**src/rtl/zero_skip_dispatcher.sv**
```systemverilog
// rtl/zero_skip_dispatcher.sv - drops all-zero activation words, tags frame index, buffers to compute engine
// Optional feature macro: ZERO_SKIP_EN (defined: drop non-last zero words; undefined: forward every word)
module zero_skip_dispatcher #(
  parameter int WORD_SIZE  = 64,
  parameter int IDX_W      = 8,
  parameter int FIFO_DEPTH = 4
) (
  input  logic                 clk,
  input  logic                 rst,
  input  logic                 in_valid,
  output logic                 in_ready,
  input  logic [WORD_SIZE-1:0] in_data,
  input  logic                 in_is_zero,
  input  logic                 in_is_sparse,
  input  logic                 in_last,
  output logic                 out_valid,
  input  logic                 out_ready,
  output logic [WORD_SIZE-1:0] out_data,
  output logic [IDX_W-1:0]     out_idx,
  output logic                 out_sparse,
  output logic                 out_zero,
  output logic                 out_last,
  output logic                 frame_done,
  output logic [IDX_W:0]       frame_total,
  output logic [IDX_W:0]       frame_skipped,
  output logic                 frame_err
);

  localparam int PW = (FIFO_DEPTH > 1) ? $clog2(FIFO_DEPTH) : 1;
  localparam int CW = PW + 1;
  localparam logic [IDX_W-1:0] IDX_MAX = '1;

  logic [WORD_SIZE-1:0]  mem_data [FIFO_DEPTH];
  logic [IDX_W-1:0]      mem_idx  [FIFO_DEPTH];
  logic [FIFO_DEPTH-1:0] mem_sparse;
  logic [FIFO_DEPTH-1:0] mem_zero;
  logic [FIFO_DEPTH-1:0] mem_last;
  logic [PW-1:0]         wr_ptr;
  logic [PW-1:0]         rd_ptr;
  logic [CW-1:0]         count;

  logic [IDX_W-1:0]      idx;
  logic [IDX_W:0]        tot_cnt;
  logic [IDX_W:0]        skip_cnt;
  logic [IDX_W:0]        zero_inc;

  logic                  full;
  logic                  accept;
  logic                  push;
  logic                  pop;
  logic [WORD_SIZE-1:0]  tok_data;

  assign full      = (count == CW'(FIFO_DEPTH));
  assign in_ready  = !rst && !full;
  assign accept    = in_valid && in_ready;
  assign out_valid = (count != '0);
  assign pop       = out_valid && out_ready;
  assign zero_inc  = {{IDX_W{1'b0}}, in_is_zero};

`ifdef ZERO_SKIP_EN
  // Only the frame-closing zero word survives, as a data-less tail token.
  assign push     = accept && (!in_is_zero || in_last);
  assign tok_data = in_is_zero ? '0 : in_data;
`else
  assign push     = accept;
  assign tok_data = in_data;
`endif

  assign out_data   = mem_data[rd_ptr];
  assign out_idx    = mem_idx[rd_ptr];
  assign out_sparse = out_valid && mem_sparse[rd_ptr];
  assign out_zero   = out_valid && mem_zero[rd_ptr];
  assign out_last   = out_valid && mem_last[rd_ptr];

  always_ff @(posedge clk) begin
    if (rst) begin
      wr_ptr     <= '0;
      rd_ptr     <= '0;
      count      <= '0;
      mem_sparse <= '0;
      mem_zero   <= '0;
      mem_last   <= '0;
      for (int i = 0; i < FIFO_DEPTH; i++) begin
        mem_data[i] <= '0;
        mem_idx[i]  <= '0;
      end
    end else begin
      if (push) begin
        mem_data[wr_ptr]   <= tok_data;
        mem_idx[wr_ptr]    <= idx;
        mem_sparse[wr_ptr] <= in_is_sparse;
        mem_zero[wr_ptr]   <= in_is_zero;
        mem_last[wr_ptr]   <= in_last;
        wr_ptr             <= wr_ptr + 1'b1;
      end
      if (pop) begin
        rd_ptr <= rd_ptr + 1'b1;
      end
      case ({push, pop})
        2'b10:   count <= count + 1'b1;
        2'b01:   count <= count - 1'b1;
        default: count <= count;
      endcase
    end
  end

  always_ff @(posedge clk) begin
    if (rst) begin
      idx           <= '0;
      tot_cnt       <= '0;
      skip_cnt      <= '0;
      frame_done    <= 1'b0;
      frame_total   <= '0;
      frame_skipped <= '0;
      frame_err     <= 1'b0;
    end else begin
      frame_done <= accept && in_last;
      if (accept) begin
        if (in_last) begin
          idx           <= '0;
          tot_cnt       <= '0;
          skip_cnt      <= '0;
          frame_total   <= tot_cnt + 1'b1;
          frame_skipped <= skip_cnt + zero_inc;
        end else begin
          // idx wraps naturally; an overlong frame is flagged, not truncated.
          idx      <= idx + 1'b1;
          tot_cnt  <= tot_cnt + 1'b1;
          skip_cnt <= skip_cnt + zero_inc;
          if (idx == IDX_MAX) begin
            frame_err <= 1'b1;
          end
        end
      end
    end
  end

endmodule

```
**config.mk**
```make
export PLATFORM = sky130hd
export DESIGN_NAME = zero_skip_dispatcher
export DESIGN_NICKNAME = d
export VERILOG_FILES = /design/src/rtl/zero_skip_dispatcher.sv
export SDC_FILE = /design/constraint.sdc
export NUM_CORES = 1
export LEC_CHECK = 0
export BUFFER_PORTS_ARGS = -buffer_cell sky130_fd_sc_hd__buf_2
export CORE_MARGIN = 10
export CORE_UTILIZATION = 59
export DETAILED_ROUTE_END_ITERATION = 16
export HOLD_SLACK_MARGIN = 0.05
export PLACE_DENSITY = 0.9
export SLEW_MARGIN = 20
export SYNTH_ARGS = -nofsm -noshare
export SYNTH_HDL_FRONTEND = slang
export SYNTH_SLANG_ARGS = --single-unit
```
**constraint.sdc**
```tcl
create_clock -name clk -period 5.4 [get_ports clk]
set_input_delay 0.54 -clock clk [delete_from_list [all_inputs] [get_ports clk]]
set_output_delay 0.54 -clock clk [all_outputs]
set_load 0.03 [all_outputs]
```
==> metrics.md, run 1 <==
| Metric | Value |
|---|---|
| Tmin final | 3.19 ns |
| Fmax | 313 MHz |
| RSZ-0062 raised after global routing | no |
| Core outline area | ~26,000 um^2 |
| Post-synth top area cell | edfxtp_1 |
| Reg area | 10000 um^2 |
| XOR/XNOR Fraction of Synth Area | ~1.4% |
| Final setup viols | 0 |
| Final Power | around 7.7 mW |
| DR iter-0 viols | between 700 and 800 |
| Total Nets Final | about 1,300 |
| First-pass GRT wire length | 54,800 um |
| Buffers plus inverters on the worst setup path | 2 |
| Top-area cell type share of the netlist area | between 50% and 60% |
| Initial antenna violation count | 3 |
| Register bit count reported by yosys | between 300 and 400 |
| Area used by multi-input combinational logic | 5220 um^2 |
| Worst Setup Start Kind | register |
| Max Slew Vio Count | 0 |
| H-tree depth | 2 |
| TritonCTS Sinks | 355 |
| CP max FO | 30 |
| Area share of and/or/nand/nor cells after synthesis | between 10% and 20% |
| Mux share of post-synthesis cell area | 10.9% |
| Grt ovf | 0 |
| Vias | 9,491 |
| I/O pin total | around 170 |
| Largest family of logic cells by synthesized area | simple AND/OR/NAND/NOR gates |
| Area of the mapped netlist | ~16,000 um^2 |
| Clock Path Buffers | 3 |
| Clock root buffer | clkbuf_16 |
| Worst path required time | just under 5 ns |
| CTS tree | done |
| Post-CTS Resized | 0 |
| Synth Area in Compound Gates | around 2.3% |
| Synth Area per Inst | 14.3 um^2 |
| Setup bufs post-CTS | 0 |
| Iteration count of the initial detailed-routing pass | 5 |
| Worst-path clk slew | 0.06 ns |
| Synth area leaders | edfxtp_1, mux4_2, and2_1 |
| R2R setup slack | approximately 2.7 ns |
| IO buf count | 167 |
| CP Cell Sequence | buf_4 -> mux4_2 -> buf_2 |
| Status | finished clean |
| Area growth, synth to finish | 15.2% |
| Worst path max stage delay | about 0.7 ns |
| Top Family by Delay on Critical Path | buffers and inverters |
| PwrDens | 431 nW/um^2 |
| Post-DP HPWL | about 21,000 um |
| Final setup TNS | 0 ns |
| Slew HR | 28.6% |
| Antenna Nets Post-Route | 0 |
| Pin count of the biggest net entering global routing | 86 |
| Worst EP arrival | 2.65 ns |
| Drt drc | 0 |
| Max_cap viols | 0 |
| Starting Density | 59.8% |
| Chip height | ~180 um |
| CP max stage cell | dfxtp_4 |
| Row cnt | 59 |
| Skew final | 0.0158 ns |
| Final wirelength | 35,300 um |
| HP Class | in2reg |
| Netlist cell types | 42 |
| Final Wtd Congestion | 0.837 |
| Cts hold-fix bufs | 0 |
| Least-Margin Pin Slew | 1.07 ns |
| Fin crit share | 59.1% |
| Final cell count without fillers | 1,591 |
| CTS Buf Count | 37 |
| Inst Count DP | 1,522 |
| Vias in the first global route | 9,893 |
| Die span in x | around 180 um |
| GRT Util Overall | 20.7% |
| CP Capture Type | output port |
| Sequential cell area fraction in the yosys report | 64.2% |
| Layout cells sized above 1 | 27.1% |
| Mapped Cells | 1,085 |
| Synth Warn # | 0 |
| Final Hold Fails | 0 |
| Post-Synthesis Net Count | 1,166 |
| Crit Path Class | reg2out |
| VDD IR max | 391 uV |
| Final Cell Area | 17,900 um^2 |
| Synth Area in Adders | less than 1% |
| DR vias/cell | 5.97 |
| Finished Core Util | 68.9% |
| Drt wl/cell | 22.2 um |
| Clock Latency Late Sink | 0.52 ns |
| Layout fillers | 1,692 |
| Full die area | roughly 33,000 um^2 |
| Static Leakage | 6.88 nW |
| Placed Area | between 15,000 and 20,000 um^2 |
kinds of logic (layout without fill, tap and decap cells):
kind of cell / count (synthesis) / in the layout
fa+ha+maj: 10 / 10
mux: 75 / 75
flops: 355 / 355
other cells: 0 / 3
buf+inv: 91 / 259
xor+xnor: 24 / 24
simple gates: 473 / 473
compound gates: 57 / 57
sequential cells by signal (all words and copies together), names as in the netlist, named ones only:
register,cells
frame_done,1
mem_sparse,4
count,3
mem_last,4
mem_zero,4
frame_err,1
mem_data,256
idx,8
wr_ptr,2
mem_idx,32
tot_cnt,9
frame_skipped,9
rd_ptr,2
frame_total,9
skip_cnt,9
worst paths after layout:
kind / startpoint / endpoint / cells after the start
max reg2reg: count[0] / idx[2] / 4
min reg2reg: frame_err / frame_err / 2
min: in_data[44] / mem_data[0][44] / 2
max: register / out_idx[4] / 3
layer usage:
metal	vias up	wire, um	GRT usage, %	part of all wire (%)
li1	4301	-	-	-
met1	4780	13400	25.1	38
met2	363	18500	36.5	53
met3	47	2630	4.75	7.5
met4	0	657	5.60	1.9
met5	-	0	0	0
report_power, final:
part / internal [mW] / switching (mW) / leakage (nW) / total (mW)
clock network: 1.59 / 1.02 / 0.618 / 2.61
logic: 0.657 / 1.07 / 2.73 / 1.73
registers: 3.21 / 0.172 / 3.54 / 3.38
total: 5.46 / 2.26 / 6.88 / 7.72
layout make-up:
type,count,area share [%]
multi-input cells,639,29.1
clock inverters,22,1.22
repair buffers,183,5.34
clock buffers,44,5.91
well taps,335,2.34
flip-flops and latches,355,55.8
inverters,10,0.210
diodes,3,0.0419
per-stage QoR:
step / hold WS [ns] / setup WS, ns
after floorplan: 0.433 / 2.81
final: 0.327 / 2.21
after CTS: 0.309 / 2.14
after global placement: 0.439 / 2.62
after global routing: 0.327 / 1.98
after detailed placement: 0.441 / 2.55
synthesized netlist by cell type:
master / n
nand4_1: 4
clkbuf_2: 1
and4_1: 1
edfxtp_1: 288
inv_2: 1
dfxtp_1: 67
a211oi_1: 14
fa_1: 1
o311ai_0: 3
nand4b_1: 3
buf_2: 16
or2_2: 4
or3_1: 4
inv_1: 9
nand2_1: 46
nor2_2: 1
nor2b_1: 1
xor2_1: 11
xnor2_1: 13
o21ai_0: 1
nand3b_1: 8
nor3_1: 2
nand2_2: 1
and3_1: 77
clkbuf_1: 63
buf_4: 1
nand2b_1: 3
nor3_4: 3
and2_1: 221
ha_1: 9
a31oi_1: 12
or3b_2: 7
mux4_2: 75
or4b_1: 6
and4b_1: 1
or3b_4: 1
or4_1: 4
nor2_1: 38
a31o_2: 1
nand3_1: 36
nor3b_2: 1
a21oi_1: 26
cells in the final DEF, fill, tap and decap left out, drive strengths merged, types with 13 or more instances in the layout:
master  count
dfxtp      67
buf       183
mux4       75
and3       77
and2      221
a21oi      26
a211oi     14
xnor2      13
edfxtp    288
nor2       39
nand3      36
nand2      47
clkbuf     44
(Power assumes the default switching activity.)
==> run 2, diff against run 1 <==
- CORE_UTILIZATION: 59 -> 53
- PLACE_DENSITY: 0.9 -> 0.86
- clock period: 5.4 -> 2.8 ns (I/O delays scaled with it)
==> metrics.md, run 2 (same netlist as run 1, synthesis figures left out) <==
| Metric | Value |
|---|---|
| TritonCTS Sinks | 355 (unchanged) |
| Post-DP HPWL | 20,900 um (was 21,000 um) |
| Total Nets Final | 1,314 (was 1,307) |
| GRT Util Overall | 19.4% (was 20.7%) |
| Clock Latency Late Sink | 0.51 ns (was 0.52 ns) |
| DR vias/cell | 5.72 (was 5.97) |
| First-pass GRT wire length | 55,600 um (was 54,800 um) |
| Grt ovf | 0 (unchanged) |
| Crit Path Class | reg2out (unchanged) |
| Final Cell Area | 18,100 um^2 (was 17,900 um^2) |
| Hold path startpoint | in_is_zero (was in_data[44]) |
| Full die area | 36,600 um^2 (was 33,200 um^2) |
| Fin crit share | 88.3% |
| Clock Path Buffers | 3 (unchanged) |
| Status | finished clean (unchanged) |
| Antenna Nets Post-Route | 0 (unchanged) |
| Fmax | between 400 and 500 MHz |
| HP Class | in2reg (unchanged) |
| RSZ-0062 raised after global routing | no (unchanged) |
| CTS Buf Count | 37 (unchanged) |
| Worst Setup Start Kind | register (unchanged) |
| Least-Margin Pin Slew | 0.805 ns (was 1.07 ns) |
| CP Cell Sequence | buf_12 -> mux4_2 -> buf_2 (was buf_4 -> mux4_2 -> buf_2) |
| R2R setup slack | 0.48 ns (was 2.66 ns) |
| Buffers plus inverters on the worst setup path | 2 (unchanged) |
| Hold Crit Endpoint | mem_zero[1] (was mem_data[0][44]) |
| Worst path max stage delay | 0.62 ns (was 0.70 ns) |
| Commonest non-fill, non-tap cells in the layout | edfxtp_1, and2_1, buf_2 (unchanged) |
| Final wirelength | 35,800 um (was 35,300 um) |
| CP Capture Type | output port (unchanged) |
| CTS tree | done (unchanged) |
| Drt wl/cell | 21.7 um (was 22.2 um) |
| Area growth, synth to finish | 16.4% (was 15.2%) |
| Top Family by Delay on Critical Path | buffers and inverters (unchanged) |
| Number of flip-flops in the largest register | 256 (unchanged) |
| FF-to-FF Start | count[2] (was count[0]) |
| Placed Area | 16,900 um^2 (was 16,600 um^2) |
| Vias in the first global route | 9,922 (was 9,893) |
| H-tree depth | 2 (unchanged) |
| VDD IR max | 538 uV (was 391 uV) |
| Cts hold-fix bufs | 0 (unchanged) |
| Initial antenna violation count | 6 (was 3) |
| Reg2reg path depth | 9 (was 4) |
| Drt drc | 0 (unchanged) |
| Final setup viols | 0 (unchanged) |
| Core outline area | 28,900 um^2 (was 26,000 um^2) |
| Hold Path Cell Cnt | 3 (was 2) |
| Setup bufs post-CTS | 0 (unchanged) |
| Starting Density | 53.9% (was 59.8%) |
| Final setup TNS | 0 ns (unchanged) |
| Most common cell after layout, fill and taps aside | edfxtp_1 (unchanged) |
| Row cnt | 62 (was 59) |
| Worst-path clk slew | 0.06 ns (about the same) |
| Final Wtd Congestion | 0.773 (was 0.837) |
| Final worst slack | 0.327 ns (was 2.21 ns) |
| Pre-CTS WS | 0.499 ns (was 2.55 ns) |
| Vias | 9,451 (was 9,491) |
| Layout cells sized above 1 | 27.0% (was 27.1%) |
| Tmin final | 2.47 ns |
| Die span in x | 191 um (was 182 um) |
| Worst EP arrival | 2.19 ns (was 2.65 ns) |
| Pin count of the biggest net entering global routing | 79 (was 86) |
| Static Leakage | 6.95 nW (was 6.88 nW) |
| DR iter-0 viols | 799 (was 796) |
| Iteration count of the initial detailed-routing pass | 5 (unchanged) |
| Final Hold Fails | 0 (unchanged) |
| Clock root buffer | clkbuf_16 (unchanged) |
| Top Registers | mem_data: 256 flops, mem_idx: 32 flops (unchanged) |
| RR Endpoint | count[2] (was idx[2]) |
| Chip height | 191 um (was 182 um) |
| Slew HR | 46.3% (was 28.6%) |
| Skew final | 0.0237 ns (was 0.0158 ns) |
| I/O pin total | 168 (unchanged) |
| CP max FO | 72 (was 30) |
| Worst path required time | 2.52 ns (was 4.86 ns) |
| Max_cap viols | 0 (unchanged) |
| CP max stage cell | mux4_2 (was dfxtp_4) |
| PwrDens | 818 nW/um^2 (was 431 nW/um^2) |
| Max Slew Vio Count | 0 (unchanged) |
| IO buf count | 167 (unchanged) |
| Post-CTS Resized | 0 (unchanged) |
| Top reg by flops | mem_data (unchanged) |
## run 2: per-stage QoR
step | hold WS [ns] | cells | utilization [%] | total power, mW
6_report | 0.0716 | 1653 | 62.7 | 14.8
5_1_grt | 0.0689 | 1651 | 62.7 | 15.4
4_1_cts | 0.0501 | 1645 | 62.7 | 14.9
3_5_place_dp | 0.449 | 1578 | 58.5 | 10.1
3_3_place_gp | 0.430 | 1578 | 58.5 | 9.99
2_1_floorplan | 0.427 | 1085 | - | 9.01
## run 2: where the power goes
group,leakage (nW),internal [mW],switching (mW)
logic,2.82,1.32,2.22
registers,3.54,6.19,0.206
clock network,0.596,2.94,1.94
## run 2: worst max path at each step
stage,from,end,slack [ns],cells after the start
after floorplan,count[2],mem_data[3][0],0.40,4
after global placement,count[0],count[2],0.65,9
after detailed placement,count[2],count[2],0.50,9
after CTS,register,out_idx[3],0.27,3
after global routing,register,out_data[22],0.22,3
final,register,out_idx[0],0.33,3
## run 2: routing by layer
layer  wire [um]  GRT usage, %  up-vias
met5           0             0        -
met4         737          6.37        0
met3        2450          3.99       58
met2       18700          33.3      317
met1       13900          24.1     4742
li1            -             -     4334
## run 2: layout make-up
cell class              count  area, um^2
diodes                      8        20.0
clock buffers              51        1030
clock inverters            16         181
fillers                  2105       10800
inverters                  10        37.5
multi-input cells         639        5220
flip-flops and latches    355       10000
well taps                 384         480
repair buffers            190        1150
## run 2: worst register-to-register path, delay by kind of cell (launching register included)
family	cells	cell delay (ns)
XOR/XNOR	1	0.17
buffers and inverters	2	0.24
flip-flops	1	0.39
adder cells (fa/ha/maj)	2	0.60
AND/OR/NAND/NOR	3	0.70
AO/OA/AOI/OAI	1	0.15
